`config.mk`:
```
export PLATFORM = sky130hd
export DESIGN_NAME = srambank_req_ctrl
export DESIGN_NICKNAME = d
export VERILOG_FILES = /design/src/rtl/srambank_req_ctrl.sv
export SDC_FILE = /design/constraint.sdc
export NUM_CORES = 1
export LEC_CHECK = 0
export ABC_AREA = 1
export BUFFER_PORTS_ARGS = -buffer_cell sky130_fd_sc_hd__buf_2
export CAP_MARGIN = 40
export CORE_MARGIN = 1
export CORE_UTILIZATION = 55
export CTS_CLUSTER_DIAMETER = 200
export DETAILED_ROUTE_END_ITERATION = 16
export PLACE_DENSITY = 0.89
export SYNTH_ARGS = -nofsm -noshare
export SYNTH_HDL_FRONTEND = slang
export SYNTH_SLANG_ARGS = --single-unit
```
`constraint.sdc`:
```
create_clock -name clk -period 16.8 [get_ports clk]
set_input_delay 0.84 -clock clk [delete_from_list [all_inputs] [get_ports clk]]
set_output_delay 0.84 -clock clk [all_outputs]
set_load 0.05 [all_outputs]
```
`src/rtl/srambank_req_ctrl.sv`:
```
// srambank_req_ctrl: zero-fills an SRAM bank after reset, then turns a request stream into bank strobes
// and buffers read data in a credit-protected response FIFO.
module srambank_req_ctrl #(
    parameter int ADDR_W    = 10,
    parameter int DATA_W    = 64,
    parameter int RSP_DEPTH = 4,
    parameter int INIT_EN   = 1
) (
    input  logic              clk,
    input  logic              reset,
    input  logic              req_valid,
    output logic              req_ready,
    input  logic              req_we,
    input  logic [ADDR_W-1:0] req_addr,
    input  logic [DATA_W-1:0] req_wdata,
    output logic              rsp_valid,
    input  logic              rsp_ready,
    output logic [DATA_W-1:0] rsp_data,
    output logic              init_done,
    output logic [ADDR_W-1:0] mem_ADDRESS,
    output logic [DATA_W-1:0] mem_wd,
    output logic              mem_banksel,
    output logic              mem_read,
    output logic              mem_write,
    input  logic [DATA_W-1:0] mem_dataout
);
    localparam int PW = $clog2(RSP_DEPTH);

    typedef enum logic {INIT, RUN} state_t;

    state_t state, state_nxt;
    logic [ADDR_W-1:0] cnt;
    logic [DATA_W-1:0] fifo [RSP_DEPTH];
    logic [PW-1:0] wr_ptr, rd_ptr;
    logic [PW:0] count, credit;
    logic rd_pending, pop;

    // An in-flight read already owns a FIFO slot, so it counts against the credit.
    assign credit    = count + (PW+1)'(rd_pending);
    assign pop       = rsp_valid && rsp_ready;
    assign rsp_valid = count != '0;
    assign rsp_data  = fifo[rd_ptr];

    always_ff @(posedge clk or posedge reset) begin
        if (reset) state <= (INIT_EN != 0) ? INIT : RUN;
        else       state <= state_nxt;
    end

    always_comb begin
        state_nxt   = state;
        req_ready   = 1'b0;
        mem_banksel = 1'b0;
        mem_read    = 1'b0;
        mem_write   = 1'b0;
        mem_ADDRESS = req_addr;
        mem_wd      = req_wdata;
        if (state == INIT) begin
            mem_banksel = 1'b1;
            mem_write   = 1'b1;
            mem_ADDRESS = cnt;
            mem_wd      = '0;
            state_nxt   = (cnt == {ADDR_W{1'b1}}) ? RUN : INIT;
        end else begin
            req_ready   = credit < (PW+1)'(RSP_DEPTH);
            mem_banksel = req_valid && req_ready;
            mem_write   = mem_banksel && req_we;
            mem_read    = mem_banksel && !req_we;
        end
        if (reset) begin
            req_ready   = 1'b0;
            mem_banksel = 1'b0;
            mem_read    = 1'b0;
            mem_write   = 1'b0;
        end
    end

    // Bank dataout is valid the cycle after a read fires; capture it one edge later.
    always_ff @(posedge clk or posedge reset) begin
        if (reset) begin
            cnt        <= '0;
            wr_ptr     <= '0;
            rd_ptr     <= '0;
            count      <= '0;
            rd_pending <= 1'b0;
            init_done  <= 1'b0;
            for (int i = 0; i < RSP_DEPTH; i++) fifo[i] <= '0;
        end else begin
            if (state == INIT) cnt <= cnt + ADDR_W'(1);
            init_done  <= init_done || (state_nxt == RUN);
            rd_pending <= mem_read;
            if (rd_pending) begin
                fifo[wr_ptr] <= mem_dataout;
                wr_ptr       <= wr_ptr + PW'(1);
            end
            if (pop) rd_ptr <= rd_ptr + PW'(1);
            count <= count + (PW+1)'(rd_pending) - (PW+1)'(pop);
        end
    end
endmodule

```
==> metrics.yaml <==
clock-sinks: 276
numCtsBuffers: 29
dr.pass1.iters: 7
cts_tree: "built"
fill_cells: 1787
ctsResizeCount: 0
stdcell_count: 2093
clockBufferDepth: 3
slowest_stage: "buf_4"
power-per-cell-area_mw_per_mm2: 137
syn_avg_cell_area_um2: 8.41
synth_fa_ha_area_frac: 0.00874
clk_latency_ns: 0.54
grt.busiest_layer: "met2"
crit_type: "flip-flop to output pin"
crit_fanout: 65
nets: 1909
dp.cells: 2039
muxShareOfSynthArea: 0
hpwl_um: 22400
drc: 0
dieHeight_um: 155
hold_violations: 0
skew_ns: 0.0203
grtUsageMet3: 0.0451
synth_top_family_by_area: "compound AO/OA/AOI/OAI gates"
crit_arrival_ns: 3.21
seqPwrFrac: 0.331
crit_chain: "inv_4, buf_4, o21ai_0, o22ai_1, buf_2"
slew_viol_final: 0
placed_area_mm2: 0.0141
status: "completed"
finalSetupViolations: 0
use_met1: 0.346
ys_seq_area_frac: 0.536
postRouteAntennaNets: 0
fin_crit_sh: 0.241
drtIter0Drc: 1176
cp-start-kind: "flip-flop"
antenna_found_initial: 0
synth-compound-area-share: 0.184
num_antenna_cells: 0
met2_usage: 0.494
p_comb_frac: 0.347
cts_max_level: 1
core_area_mm2: 0.0228
rows: 55
cts.clk_slew.worst_paths_ns: 0.06
die_w_um: 155
hold_class: "primary input to asynchronous set/reset pin"
critPathRequiredTime_ns: 15.96
multi_input_area_mm2: 0.00456
tightestPinTransition_ns: 0.811
post_cts_buffers: 0
slew-limit-headroom: 0.460
timing.fmax_ghz: 0.247
grt_pass1_wl_um: 54700
holdWs_ns: 0.460
io_pins: 287
setup_tns_ns: 0
synthSimpleGateAreaFrac: 0.155
seq_area_mm2: 0.00691
gp_congestion: 0.986
peakVddDrop_mv: 0.0748
io_buffers: 286
finalCriticalPeriod_ns: 4.05
ys_ff_latch: 276
switchingPower_w: 0.000840
drive_gt1_frac: 0.203
p_leak_nw: 8.30
grt_setup_unrepaired: "false"
die_area_mm2: 0.0240
grt_usage: 0.287
drv_cap: 0
p_sw_frac: 0.406
grt_max_degree: 115
synthesis.area_mm2: 0.0129
ctsHoldBuffers: 0
grt_pass1_vias: 10900
p_int_w: 0.00123
overflow: 0
start_util: 0.566
vias: 11400
worst_setup_path_end_kind: "output pin"
post-place-ws_ns: 13.36
slowest_delay_ns: 0.70
post_drt_wl_per_cell_um: 16.5
root_buffer: "clkbuf_16"
final_cell_area_mm2: 0.0151
viasPerCell: 5.47
synth_xor_area_frac: 0.00612
drt-total-wl_um: 34500
syn_nets: 1684
pwr-share-clk: 0.322
yosysWarnings: 0
ys_types: 23
syn_inst: 1532
worst_slack_ns: 12.75
syn_to_final_growth_pct: 17.6
-- power by group through the flow --
stage	registers, W	clock network (W)	logic, W
after floorplan	0.000688	0	0.000546
after global placement	0.000697	0	0.000691
after detailed placement	0.000698	0	0.000710
after CTS	0.000686	0.000673	0.000713
after global routing	0.000687	0.000700	0.000755
final	0.000686	0.000666	0.000718
-- cell usage after synthesis (all sizes together) --
master    n  area [µm²]
xnor2     3        26.3
nand3b    2        15.0
ha        9         113
o21ai   394        1970
o22ai    64         400
dfrtp   276        6910
clkbuf   14        56.3
nand4     1        6.26
clkinv    1        5.00
xor2      6        52.6
nor2    138         518
buf      95         788
nand2   369        1410
nor3      1        5.00
nand3     8        40.0
inv     151         567
-- worst max-delay path: cells and delay by family, from the launching register on --
family	cells	cell delay (ns)
buffers and inverters	3	1.57
flip-flops	1	0.61
AO/OA/AOI/OAI	2	0.43
-- routing by layer --
| layer | share of wire | up-vias |
|---|---|---|
| li1 | - | 5428 |
| met1 | 0.38 | 5372 |
| met2 | 0.49 | 553 |
| met3 | 0.076 | 91 |
| met4 | 0.053 | 0 |
| met5 | 0 | - |
-- cells in the final DEF, fill, tap and decap left out --
master,count
dfrtp_4,1
nand4_1,1
buf_12,2
nor2_1,138
dfrtp_1,273
inv_4,1
dfrtp_2,2
clkbuf_16,29
xnor2_1,3
inv_1,149
clkinv_4,1
bufinv_16,4
clkbuf_1,5
o22ai_1,64
o21ai_0,83
buf_16,5
buf_2,286
inv_8,1
nand3b_1,2
clkbuf_8,7
ha_1,9
o21ai_1,311
nand2_1,365
xor2_1,6
inv_6,1
clkinv_2,8
nand3_1,8
nor3_1,1
nand2_4,4
buf_4,10
-- state kept, by name, indices dropped and copies added (netlist names) --
register / cells
count: 3
state: 1
init_done: 1
rd_ptr: 2
cnt: 10
wr_ptr: 2
fifo: 256
rd_pending: 1
-- cell families after synthesis --
| group | after synthesis |
|---|---|
| AND/OR/NAND/NOR | 519 |
| AO/OA/AOI/OAI | 458 |
| flip-flops | 276 |
| buffers and inverters | 261 |
| XOR/XNOR | 9 |
| adder cells (fa/ha/maj) | 9 |
-- final cells by class --
| class | count | share of cell area |
|---|---|---|
| Clock buffer | 41 | 0.0555 |
| Tap cell | 313 | 0.0259 |
| Inverter | 152 | 0.0384 |
| Multi-Input combinational cell | 995 | 0.301 |
| Sequential cell | 276 | 0.456 |
| Clock inverter | 13 | 0.0114 |
| Timing Repair Buffer | 303 | 0.111 |
-- path summary, 6_finish.rpt --
path                            from     endpoint  slack (ns)  cells after the start
max                        rd_ptr[0]  rsp_data[3]       12.75                      5
min                            reset    rd_ptr[0]        0.46                      2
max reg2reg                wr_ptr[0]      fifo[4]       14.47                      5
min reg2reg                fifo[131]    fifo[131]        0.48                      2
max in group asynchronous      reset     fifo[47]       14.54                      6
min in group clk           fifo[131]    fifo[131]        0.48                      2
-- through the flow --
stage | total power, W | utilization
floorplan | 0.00123 | -
global placement | 0.00139 | 0.613
detailed placement | 0.00141 | 0.620
CTS | 0.00207 | 0.665
global route | 0.00214 | 0.665
finish | 0.00207 | 0.665
No activity file was read; power rests on OpenSTA's default activity.
